===== src/rtl/dff_chain_readback.sv =====
// rtl/dff_chain_readback.sv - LFSR launch/readback self-test for an external D flip-flop chain
module dff_chain_readback #(
  parameter int         CHAIN_LEN = 16,
  parameter int         PAT_LEN   = 64,
  parameter logic [7:0] SEED      = 8'hA5,
  parameter int         ERRW      = 8
) (
  input  logic            CLK,
  input  logic            RN,
  input  logic            START,
  input  logic            SO,
  output logic            SI,
  output logic            BUSY,
  output logic            DONE,
  output logic            PASS,
  output logic [ERRW-1:0] ERR_CNT,
  output logic [15:0]     FIRST_ERR
);

  // An all-zero seed would lock the LFSR, so it is promoted to 1.
  localparam logic [7:0]      SEED_EFF = (SEED == 8'h00) ? 8'h01 : SEED;
  // 17 bits covers the longest run of CHAIN_LEN + PAT_LEN cycles.
  localparam logic [16:0]     N_C      = 17'(CHAIN_LEN);
  localparam logic [16:0]     P_C      = 17'(PAT_LEN);
  localparam logic [16:0]     LAST_C   = 17'(CHAIN_LEN + PAT_LEN - 1);
  localparam logic [ERRW-1:0] ERR_MAX  = '1;

  typedef enum logic [1:0] {
    S_IDLE,
    S_RUN,
    S_REPORT
  } state_t;

  state_t          state_q, state_d;
  logic [16:0]     cnt_q, cnt_d, cnt_inc;
  logic [7:0]      launch_q, launch_d;
  logic [7:0]      expect_q, expect_d;
  logic            si_d, busy_d, done_d, pass_d;
  logic [ERRW-1:0] err_d;
  logic [15:0]     first_d;

  // Fibonacci step: shift left, feedback from taps 7,5,4,3; the emitted bit is q[7].
  function automatic logic [7:0] lfsr_step(input logic [7:0] q);
    return {q[6:0], q[7] ^ q[5] ^ q[4] ^ q[3]};
  endfunction

  // Next-state and next-output logic; every output is a register so inputs never reach outputs combinationally.
  always_comb begin
    state_d  = state_q;
    cnt_d    = cnt_q;
    launch_d = launch_q;
    expect_d = expect_q;
    si_d     = 1'b0;
    busy_d   = BUSY;
    done_d   = 1'b0;
    pass_d   = PASS;
    err_d    = ERR_CNT;
    first_d  = FIRST_ERR;
    cnt_inc  = cnt_q + 17'd1;

    case (state_q)
      S_IDLE: begin
        if (START) begin
          state_d  = S_RUN;
          busy_d   = 1'b1;
          err_d    = '0;
          first_d  = 16'hFFFF;
          pass_d   = 1'b0;
          launch_d = SEED_EFF;
          expect_d = SEED_EFF;
          cnt_d    = '0;
          // b_0 must already be on SI in the first RUN cycle.
          si_d     = SEED_EFF[7];
        end
      end

      S_RUN: begin
        launch_d = lfsr_step(launch_q);
        // SI for the following cycle carries the next pattern bit while still inside the launch window.
        if (cnt_inc < P_C) begin
          si_d = launch_d[7];
        end
        // Bit b_k reaches SO exactly CHAIN_LEN cycles after launch, so checking starts at c = CHAIN_LEN.
        if (cnt_q >= N_C) begin
          expect_d = lfsr_step(expect_q);
          if (SO != expect_q[7]) begin
            if (ERR_CNT != ERR_MAX) begin
              err_d = ERR_CNT + ERRW'(1);
            end
            if (FIRST_ERR == 16'hFFFF) begin
              first_d = 16'(cnt_q - N_C);
            end
          end
        end
        if (cnt_q == LAST_C) begin
          state_d = S_REPORT;
          done_d  = 1'b1;
          // Uses the updated count so a mismatch in the final cycle is reflected.
          pass_d  = (err_d == '0);
        end else begin
          cnt_d = cnt_inc;
        end
      end

      S_REPORT: begin
        state_d = S_IDLE;
        busy_d  = 1'b0;
      end

      default: begin
        state_d = S_IDLE;
        busy_d  = 1'b0;
      end
    endcase
  end

  // State and output registers with asynchronous return to the reset values.
  always_ff @(posedge CLK or negedge RN) begin
    if (!RN) begin
      state_q   <= S_IDLE;
      cnt_q     <= '0;
      launch_q  <= SEED_EFF;
      expect_q  <= SEED_EFF;
      SI        <= 1'b0;
      BUSY      <= 1'b0;
      DONE      <= 1'b0;
      PASS      <= 1'b0;
      ERR_CNT   <= '0;
      FIRST_ERR <= 16'hFFFF;
    end else begin
      state_q   <= state_d;
      cnt_q     <= cnt_d;
      launch_q  <= launch_d;
      expect_q  <= expect_d;
      SI        <= si_d;
      BUSY      <= busy_d;
      DONE      <= done_d;
      PASS      <= pass_d;
      ERR_CNT   <= err_d;
      FIRST_ERR <= first_d;
    end
  end

endmodule


===== config.mk =====
export PLATFORM = sky130hd
export DESIGN_NAME = dff_chain_readback
export DESIGN_NICKNAME = d
export VERILOG_FILES = /design/src/rtl/dff_chain_readback.sv
export SDC_FILE = /design/constraint.sdc
export NUM_CORES = 1
export LEC_CHECK = 0
export ABC_AREA = 1
export CAP_MARGIN = 40
export CORE_MARGIN = 2
export CORE_UTILIZATION = 45
export CTS_CLUSTER_DIAMETER = 150
export DETAILED_ROUTE_END_ITERATION = 10
export HOLD_SLACK_MARGIN = 0.05
export PLACE_DENSITY_LB_ADDON = 0.25
export RECOVER_POWER = 100
export REMOVE_ABC_BUFFERS = 1
export SETUP_SLACK_MARGIN = 0.05
export SYNTH_ARGS = -nofsm -noshare
export SYNTH_HDL_FRONTEND = slang
export SYNTH_SLANG_ARGS = --single-unit
export TNS_END_PERCENT = 100

===== constraint.sdc =====
create_clock -name CLK -period 2.5 [get_ports CLK]
set_input_delay 0.625 -clock CLK [delete_from_list [all_inputs] [get_ports CLK]]
set_output_delay 0.625 -clock CLK [all_outputs]
set_load 0.02 [all_outputs]

# Yosys cells after proc, flatten, opt, wreduce, memory -nomap -nowiden

Cells that the tools add are included.

RAM bits: 0
Memories: 0
Bits in latches: 0
Input bits: 4
ROM bits: 0
Flip-flop bits (word level): 63
Logic and storage cells: 74

Multiply operators: 0
Eq/ne operators: 11
Reduce and logical (&&, ||, !) cells: 10
Shifts and indexed selects: 0
Divide/modulo/power cells: 0
Magnitude comparators: 2
Bitwise logic cells: 7
$add $sub $neg: 3
Multiplexer cells: 31

Operator list:

| operator              | number |
|---|---|
| $mux 16               | 4 |
| $mux 8                | 7 |
| $pmux 8 s2            | 3 |
| $mux 17               | 2 |
| $pmux 17 s2           | 1 |
| $pmux 16 s2           | 1 |
| $add 17x1->17 const B | 1 |
| $eq 17x7->1 const B   | 1 |
| $ge 17x5->1 const B   | 1 |
| $lt 17x7->1 const B   | 1 |
| $eq 16x16->1 const B  | 1 |
| $sub 16x5->16 const B | 1 |
| $ne 2x2->1 const B    | 6 |
| $reduce_and 3->1      | 3 |
| $add 8x1->8 const B   | 1 |
| $logic_not 8->1       | 1 |
| $ne 8x8->1 const B    | 1 |
| $mux 1                | 7 |
| $pmux 1 s2            | 3 |
| $reduce_and 2->1      | 3 |
| $xor 1x1->1           | 6 |
| $reduce_and 5->1      | 1 |
| $mux 2                | 2 |
| $pmux 2 s2            | 1 |
| other kinds (5)       | 5 |

# Logic depth before layout (Yosys ltp)

Gate-level depths: netlist of run 1.

Depth after elaboration: 8
Gate-level depth with buffers: 15
Gate-level depth less buffers: 14

# Least setup slack after synthesis of run 1

OpenSTA, ideal clock, no wires.

Path kind: input-to-reg
Start point: in SO
End point: reg PASS
Data required time: 2.379 ns
Library setup time: 0.121 ns
Path slack: 0.757 ns
Arrival time: 1.622 ns
Cell stages on the path: 12
Path through: inv_1 -> nand2_1 -> nand2_1 -> inv_1 -> a21oi_1 -> nand2_1 -> nand2_1 -> nand2_1 -> nand2_1 -> nor2_1 -> nand3_1 -> nand2_1

Word-level cells in the longest chain between the ends: 7

Ends and longest elaborated chain:

| item                 | line | text |
|---|---|---|
| from (decl)          | 11   | `input logic SO,` |
| $ne 1x1->1           | 86   | `if (SO != expect_q[7]) begin` |
| $mux 8               | 86   |  |
| $mux 8               | 84   | `if (cnt_q >= N_C) begin` |
| $mux 8               | 61   | `case (state_q)` |
| $logic_not 8->1      | 99   | `pass_d = (err_d == '0);` |
| $mux 1               | 95   | `if (cnt_q == LAST_C) begin` |
| $pmux 1 s2           | 61   |  |
| to (signal assigned) | 138  | `PASS <= pass_d;` |
| to (decl)            | 15   | `output logic PASS,` |

No other way between the ends. The select of a mux whose other input is x is not followed.
A chain may end at the register's enable or synchronous reset.

# Worst setup path in the final report of run 1

Start point: reg ERR_CNT[2]
End point: out ERR_CNT[2]

RTL lines:

| item                   | line | text |
|---|---|---|
| from (decl)            | 16   | `output logic [ERRW-1:0] ERR_CNT,` |
| from (signal assigned) | 139  | `ERR_CNT <= err_d;` |

No word-level cell between the ends.

==> results of run 1 <==
## cells in the mapped netlist, types with 2 or more instances
library cell and count:
a21oi_1 10, a22oi_1 5, buf_2 3, buf_6 4, clkbuf_1 6, dfrtp_1 39, dfstp_2 24, ha_1 7
inv_1 56, inv_2 7, nand2_1 112, nand2_2 5, nand2_4 2, nand3_1 28, nand4_1 14, nor2_1 48
nor2_2 3, nor2_4 3, nor3_1 9, o21ai_0 32, o21ai_2 6, o22ai_1 18, xnor2_1 4, xor2_1 10
## stage by stage
stage / total power [mW] / util (%) / cell area, sq um / std cells / hold WS [ns]
after global routing: 6.89 / 54.1 / 4200 / 608 / 0.507
after global placement: 5.45 / 51.7 / 4020 / 592 / 0.468
after CTS: 6.48 / 54.5 / 4230 / 608 / 0.287
after detailed placement: 5.51 / 51.7 / 4020 / 592 / 0.468
final: 6.32 / 54.1 / 4200 / 608 / 0.480
after floorplan: 4.44 / - / 3510 / 451 / 0.329
## cell usage in the layout (no fill, tap or decap), types with 11 or more instances in the layout
cell             n
nand4_1         14
dfrtp_1         39
nor2_1          49
clkbuf_8        11
nand3_1         28
o22ai_1         18
nand2_1        113
o21ai_0         36
dfstp_2         24
dlygate4sd3_1   29
inv_1           58
## cell type report
type                       instances  area share [%]
multi-input combinational        325            39.2
sequential                        63            38.2
clock buffer                      15            4.97
inverter                          63            5.63
tap                              102            3.04
clock inverter                     1           0.119
timing repair buffer              39            8.76
## logic make-up after synthesis
logic type	count (synthesis)	synth area share, %
and+or+nand+nor	227	27.8
AOI/OAI and AO/OA	77	12.6
buffers and inverters	77	9.25
DFF	63	44.5
xor gates and xnor gates	14	3.40
adders and majority gates	7	2.43
## flip-flops by register name (all words and copies together) (netlist names)
signal	cells
PASS	1
state_q	2
cnt_q	17
DONE	1
expect_q	8
BUSY	1
launch_q	8
ERR_CNT	8
SI	1
FIRST_ERR	16
## power by group through the flow
stage | Clock (mW) | Combinational, mW | Sequential [mW]
2_1_floorplan | 0 | 2.18 | 2.27
3_3_place_gp | 0 | 3.34 | 2.11
3_5_place_dp | 0 | 3.39 | 2.12
4_1_cts | 0.951 | 3.42 | 2.11
5_1_grt | 0.999 | 3.71 | 2.18
6_report | 0.932 | 3.29 | 2.10
## layer usage
layer  wire, um  part of all wire (%)
met1       4020                    48
met2       3820                    45
met3        384                   4.6
met4        188                   2.2
met5          0                     0
## worst min-delay path, delay by kind of cell, from the launching register on
| kind | cells | cell delay (ns) |
|---|---|---|
| DFF | 1 | 0.38 |
| and+or+nand+nor | 2 | 0.11 |
## path summary, 6_finish.rpt
path                       cells past startpoint          start            end  slack [ns]
min in group asynchronous                      1             RN      cnt_q[14]        0.60
max                                            1     ERR_CNT[2]     ERR_CNT[2]        0.29
min                                            2  FIRST_ERR[11]  FIRST_ERR[11]        0.48
max reg2reg                                   11       cnt_q[4]       cnt_q[4]        0.30
max in group asynchronous                      2             RN    launch_q[7]        0.99
min reg2reg                                    2  FIRST_ERR[11]  FIRST_ERR[11]        0.48
==> flow_metrics.tcl, run 1 <==
set metrics [dict create \
    synth_cell_types 34 \
    insertion_delay_ns 0.35 \
    numClockSinks 63 \
    grt_usage_pct 20.6 \
    grt_remaining_overflow 0 \
    ys_ff_latch 63 \
    async_reset_ff_share_pct 100 \
    max_clock_freq_mhz 453 \
    ios 32 \
    cp-end-kind "output port" \
    cts-root-buf "clkbuf_8" \
    power_switching_mw 2.90 \
    syn_area_per_cell_sq_um 7.77 \
    via_per_inst 5.16 \
    row_count 32 \
    setup_slack_ns 0.293 \
    drt_iter0_drc 206 \
    final_max_slew_viol_count 0 \
    clockBufferDepth 2 \
    finalSetupTns_ns 0 \
    dieArea_sq_um 8760 \
    multi_input_area_sq_um 1650 \
    path_delay_family "buffers and inverters" \
    path_max_fanout 8 \
    ant_nets 0 \
    rsz0062_at_grt "false" \
    numCtsBuffers 9 \
    drive_above_1_share_pct 12.8 \
    coreArea_sq_um 7770 \
    regArea_sq_um 1610 \
    setup_viol 0 \
    seq_power_share_pct 33.3 \
    path_cells "dlygate4sd3_1" \
    wire_per_inst_um 13.8 \
    antenna_found_initial 0 \
    switching_share_pct 45.9 \
    yosysWarnings 0 \
    yosysTopAreaCell "dfrtp_1" \
    tritoncts "done" \
    final_nets 512 \
    grt_max_degree 41 \
    power.internal_mw 3.42 \
    port_buffers 31 \
    cp.arrival_ns 1.58 \
    die_w_um 93.6 \
    outcome "finished clean" \
    grt_pass1_wl_um 14200 \
    ys_top_cells_by_area "dfrtp_1 27%, dfstp_2 17%, nand2_1 12%" \
    htree_levels 3 \
    tightest_slew_ns 1.40 \
    hold_viol 0 \
    slowest_stage "dlygate4sd3_1" \
    clock_skew_ns 0.00859 \
    leakage_nw 2.01 \
    n_fill_cell 734 \
    synth_top_area_share_pct 27.0 \
    slowest_delay_ns 0.72 \
    route.detailed.drc 0 \
    top_usage_layer "met2" \
    power_density_nw_per_um2 1500 \
    required_ns 1.88 \
    grtUsageMet2_pct 31.9 \
    grt_pass1_vias 2982 \
    comb_power_share_pct 52.0 \
    syn_inst 465 \
    route.final.wire_length_um 8420 \
    cp.buffers_inverters 1 \
    maxCapViolations 0 \
    dr.pass1.iters 4 \
    clk_pin_slew_ns 0.07 \
    n_antenna_cell 0 \
    post-route-min-period_ns 2.21 \
    die_y_um 93.6 \
    dp_hpwl_um 6000 \
    worstSetupPathType "flip-flop to output port" \
    gp_congestion 0.914 \
    start_util_pct 46.5 \
    cts_resized 0 \
    finalCritPeriodShare_pct 88.3 \
    postCtsSetupBuffers 0 \
    grtUsageMet1_pct 28.0 \
    yosysSeqAreaShare_pct 44.5 \
    syn_area_sq_um 3610 \
    area_growth_pct 16.4 \
    peakVddDrop_mv 0.532 \
    vias 3140 \
    cp-start-kind "flip-flop" \
    worstHoldPathType "flip-flop to flip-flop" \
    slew_headroom_pct 6.42 \
    cts_hold_buf 0 \
    grtUsageMet3_pct 4.27 \
    synth_ff_type "dfrtp_1" \
    synth_edf_count 0 \
    pre_cts_ws_ns 0.183 \
    clkPwrFrac_pct 14.8 \
]
(Power assumes the default switching activity.)
==> inputs of run 2 (changes only) <==
--- a/config.mk
+++ b/config.mk
@@ -12,6 +12,7 @@
 export CTS_CLUSTER_DIAMETER = 150
 export DETAILED_ROUTE_END_ITERATION = 10
 export HOLD_SLACK_MARGIN = 0.05
+export MAX_ROUTING_LAYER = met4
 export PLACE_DENSITY_LB_ADDON = 0.25
 export RECOVER_POWER = 100
 export REMOVE_ABC_BUFFERS = 1
==> run 2 against run 1 <==
Effect of this change: the run now ends with max-capacitance violations left; total power increased by 1.7%; clock skew about the same; count of clock-buffer cells in the layout decreased by 5; clock power increased by 9%; highest routed layer unchanged.
==> flow_metrics.tcl, run 2 (synthesis results as in run 1) <==
set metrics [dict create \
    peakVddDrop_mv 0.578 \
    crit_path_end "ERR_CNT[2]" \
    route.final.wire_length_um 8390 \
    max_clock_freq_mhz 448 \
    slowest_stage "dlygate4sd3_1" \
    grt_pass1_wl_um 14300 \
    port_buffers 31 \
    die_w_um 93.6 \
    via_per_inst 5.26 \
    dr.pass1.iters 4 \
    regArea_sq_um 1610 \
    cp.arrival_ns 1.61 \
    grt_max_degree 29 \
    reg_top3 "cnt_q: 17 flops, FIRST_ERR: 16 flops" \
    outcome "finished with violations" \
    slew_headroom_pct 0.00691 \
    required_ns 1.88 \
    ant_nets 0 \
    cp-end-kind "output port" \
    tightest_slew_ns 1.50 \
    violations "max-capacitance violations" \
    finalCritPeriodShare_pct 89.3 \
    cp.buffers_inverters 1 \
    r2r_start "cnt_q[5]" \
    clockBufferDepth 2 \
    final_nets 513 \
    finalSetupTns_ns 0 \
    cts-root-buf "clkbuf_8" \
    crit_start "ERR_CNT[2]" \
    design_area_sq_um 4220 \
    reg2reg_depth 12 \
    route.detailed.drc 0 \
    antenna_found_initial 0 \
    rrSetupSlack_ns 0.29 \
    insertion_delay_ns 0.35 \
    mostFrequentLayoutCells "112 x nand2_1, 58 x inv_1, 48 x nor2_1" \
    area_growth_pct 16.9 \
    worstHoldPathType "flip-flop to flip-flop" \
    dieArea_sq_um 8760 \
    numCtsBuffers 9 \
    clk_pin_slew_ns 0.07 \
    final_max_slew_viol_count 0 \
    cp-start-kind "flip-flop" \
    grt_usage_pct 21.4 \
    multi_input_area_sq_um 1660 \
    power.total_mw 6.43 \
    setup_viol 0 \
    gp_congestion 0.946 \
    path_max_fanout 8 \
    regMostFlops "cnt_q" \
    slowest_delay_ns 0.73 \
    n_antenna_cell 0 \
    path_delay_family "buffers and inverters" \
    postPlaceCellArea_sq_um 4030 \
    wire_per_inst_um 13.8 \
    post-route-min-period_ns 2.23 \
    maxCapViolations 1 \
    grt_pass1_vias 2962 \
    final_common_cell "nand2_1" \
    die_y_um 93.6 \
    tritoncts "done" \
    start_util_pct 46.5 \
    dp_hpwl_um 6030 \
    drive_above_1_share_pct 13.6 \
    numClockSinks 63 \
    power_density_nw_per_um2 1520 \
    leakage_nw 2.01 \
    htree_levels 3 \
    coreArea_sq_um 7770 \
    timing.rr.end "FIRST_ERR[7]" \
    largest_reg_flops 17 \
    rsz0062_at_grt "false" \
    cp_num_cells 1 \
    drt_iter0_drc 177 \
    clock_skew_ns 0.00847 \
    vias 3205 \
    row_count 32 \
    grt_remaining_overflow 0 \
    whs_ns 0.480 \
    n_fill_cell 748 \
    worstSetupPathType "flip-flop to output port" \
    path_cells "dlygate4sd3_1" \
    hold_viol 0 \
    ios 32 \
]
==> run 2: cell type report <==
class / instances / share of cell area, %
clock buffers: 10 / 3.26
inverters: 63 / 5.60
flip-flops and latches: 63 / 38.0
multi-input cells: 325 / 39.4
clock inverters: 6 / 2.19
repair buffers: 40 / 8.50
well taps: 102 / 3.02
==> run 2: stage by stage <==
stage | utilization, % | cells | worst slack [ns]
after floorplan | - | 451 | 0.289
after global placement | 51.8 | 593 | 0.234
after detailed placement | 51.8 | 593 | 0.171
after CTS | 54.8 | 609 | 0.284
after global routing | 54.4 | 609 | 0.0625
final | 54.4 | 609 | 0.267
==> run 2: worst min path at each step <==
stage,start,to,slack [ns],cells after the start
after floorplan,RN,BUSY,0.33,0
after global placement,FIRST_ERR[11],FIRST_ERR[11],0.47,2
after detailed placement,FIRST_ERR[11],FIRST_ERR[11],0.47,2
after CTS,RN,expect_q[1],0.31,1
after global routing,FIRST_ERR[11],FIRST_ERR[11],0.49,2
final,FIRST_ERR[11],FIRST_ERR[11],0.48,2
==> run 2: worst min-delay path, stage by stage, from the launching register on <==
cell and delay [ns]:
dfstp_2 0.38, nand2_1 0.06, nand2_1 0.05
==> run 2: timing repair <==
| item | CTS | global route |
|---|---|---|
| setup endpoints to repair | 0 | 1 |
| resized for setup | 0 | 1 |
| hold buffers | 0 | 0 |
| setup buffers | 0 | 0 |
==> run 2: metal layers <==
layer  track usage [%]  vias to the layer above  routed length, um
met4              8.94                        0                 95
li1                  -                     1588                  -
met2              32.1                       88               3930
met5                 -                        -                  0
met3              3.38                       13                393
met1              29.0                     1516               3970
==> run 2: where the power goes <==
part | switching, mW | internal (mW) | leakage (nW) | total [mW]
Sequential | 0.450 | 1.65 | 0.737 | 2.09
Combinational | 2.06 | 1.25 | 1.17 | 3.31
Clock | 0.428 | 0.593 | 0.109 | 1.02
==> inputs of run 3 (changes only) <==
--- a/config.mk
+++ b/config.mk
@@ -13,7 +13,7 @@
 export DETAILED_ROUTE_END_ITERATION = 10
 export HOLD_SLACK_MARGIN = 0.05
 export MAX_ROUTING_LAYER = met4
-export PLACE_DENSITY_LB_ADDON = 0.25
+export PLACE_DENSITY = 0.74
 export RECOVER_POWER = 100
 export REMOVE_ABC_BUFFERS = 1
 export SETUP_SLACK_MARGIN = 0.05
==> constraint.sdc (replaced) <==
create_clock -name CLK -period 2.5 [get_ports CLK]
set_input_delay 0.375 -clock CLK [delete_from_list [all_inputs] [get_ports CLK]]
set_output_delay 0.375 -clock CLK [all_outputs]
set_load 0.02 [all_outputs]
==> run 3 against run 2 <==
Effect of this change: the run now ends clean; global-route usage is 0.60 points lower; sequential cell count stayed put; core utilization is 0.21 points lower; maximum frequency is 0.77% lower.
==> flow_metrics.tcl, run 3 (synthesis results as in run 1) <==
set metrics [dict create \
    vias 3186 \
    grt_usage_pct 20.8 \
    leakage_nw 2.01 \
    reg2reg_depth 11 \
    r2r_start "cnt_q[4]" \
    whs_path_depth 2 \
    via_per_inst 5.25 \
    wire_per_inst_um 13.6 \
    numCtsBuffers 9 \
    peakVddDrop_mv 0.416 \
    clockBufferDepth 2 \
    n_fill_cell 743 \
    dieArea_sq_um 8760 \
    slowest_stage "dfrtp_1" \
    clock_skew_ns 0.00822 \
    power_density_nw_per_um2 1520 \
    die_y_um 93.6 \
    port_buffers 31 \
    regMostFlops "cnt_q" \
    route.detailed.drc 0 \
    drt_iter0_drc 238 \
    post-route-min-period_ns 2.25 \
    start_util_pct 46.5 \
    row_count 32 \
    worstHoldPathType "flip-flop to flip-flop" \
    maxCapViolations 0 \
    gp_congestion 0.866 \
    final_common_cell "nand2_1" \
    setup_viol 0 \
    dp_hpwl_um 5830 \
    tritoncts "done" \
    n_antenna_cell 0 \
    ios 32 \
    grt_pass1_wl_um 14200 \
    slowest_delay_ns 0.50 \
    path_cells "inv_1, ha_1, nand4_1, nor2_1, nand2_1, nand2_1, inv_1, nor2_4, inv_2, nand4_1, o21ai_0" \
    design_area_sq_um 4210 \
    multi_input_area_sq_um 1660 \
    cp-end-kind "flip-flop" \
    antenna_found_initial 0 \
    whs_ns 0.478 \
    area_growth_pct 16.5 \
    dr.pass1.iters 5 \
    crit_start "cnt_q[4]" \
    route.final.wire_length_um 8260 \
    clk_pin_slew_ns 0.07 \
    slew_headroom_pct 36.2 \
    hold_viol 0 \
    outcome "finished clean" \
    cp.arrival_ns 2.49 \
    holdCritStartpoint "FIRST_ERR[9]" \
    numClockSinks 63 \
    tightest_slew_ns 0.957 \
    path_max_fanout 16 \
    rsz0062_at_grt "false" \
    worstSetupPathType "flip-flop to flip-flop" \
    rrSetupSlack_ns 0.25 \
    finalSetupTns_ns 0 \
    cts-root-buf "clkbuf_8" \
    max_clock_freq_mhz 444 \
    htree_levels 3 \
    largest_reg_flops 17 \
    drive_above_1_share_pct 12.9 \
    reg_top3 "cnt_q: 17 flops, FIRST_ERR: 16 flops" \
    grt_remaining_overflow 0 \
    required_ns 2.74 \
    cp-start-kind "flip-flop" \
    coreArea_sq_um 7770 \
    insertion_delay_ns 0.33 \
    postPlaceCellArea_sq_um 4000 \
    final_nets 511 \
    regArea_sq_um 1610 \
    ant_nets 0 \
    die_w_um 93.6 \
    grt_max_degree 47 \
    final_max_slew_viol_count 0 \
    mostFrequentLayoutCells "112 x nand2_1, 58 x inv_1, 48 x nor2_1" \
    grt_pass1_vias 3039 \
    finalCritPeriodShare_pct 90.0 \
]
## run 3: worst paths after layout
path / to
max in group asynchronous: DONE
min in group asynchronous: SI
hold reg to reg: FIRST_ERR[9]
setup / recovery: cnt_q[4]
setup reg to reg: cnt_q[4]
hold / removal: FIRST_ERR[9]
## run 3: per-stage QoR
stage | utilization [%] | total power [mW] | cells | setup slack (ns)
CTS | 54.6 | 6.50 | 607 | 0.315
floorplan | - | 4.44 | 451 | 0.289
finish | 54.2 | 6.38 | 607 | 0.250
global placement | 51.5 | 5.39 | 590 | 0.356
detailed placement | 51.5 | 5.47 | 590 | 0.267
global route | 54.2 | 6.96 | 607 | 0.0630
## run 3: power by group
group	switching [mW]	leakage, nW	internal (mW)
Sequential	0.476	0.737	1.65
Clock	0.388	0.114	0.616
Combinational	2.03	1.16	1.22
## run 3: cell type report
cell class | count | area share (%)
Tap cell | 102 | 3.03
Clock inverter | 3 | 1.55
Inverter | 63 | 5.62
Multi-Input combinational cell | 325 | 39.4
Timing Repair Buffer | 38 | 8.39
Sequential cell | 63 | 38.2
Clock buffer | 13 | 3.78
## run 3: critical path, delay by kind of cell (launching register included)
| kind | cells | cell delay, ns |
|---|---|---|
| buf+inv | 3 | 0.66 |
| simple gates | 6 | 0.65 |
| flops | 1 | 0.50 |
| fa+ha+maj | 1 | 0.24 |
| compound gates | 1 | 0.10 |
## run 3: timing repair
action                                 4_1_cts  5_1_grt
resized for setup                            0        0
hold buffers                                 1        0
setup buffers                                0        0
endpoints found under the hold margin       13        0
## run 3: routing by layer
layer  vias to the layer above  track usage (%)  routed length (um)
li1                       1578                -                   -
met1                      1503             28.6                3990
met2                        91             31.5                3830
met3                        14             2.66                 283
met4                         0             8.09                 149
met5                         -                -                   0
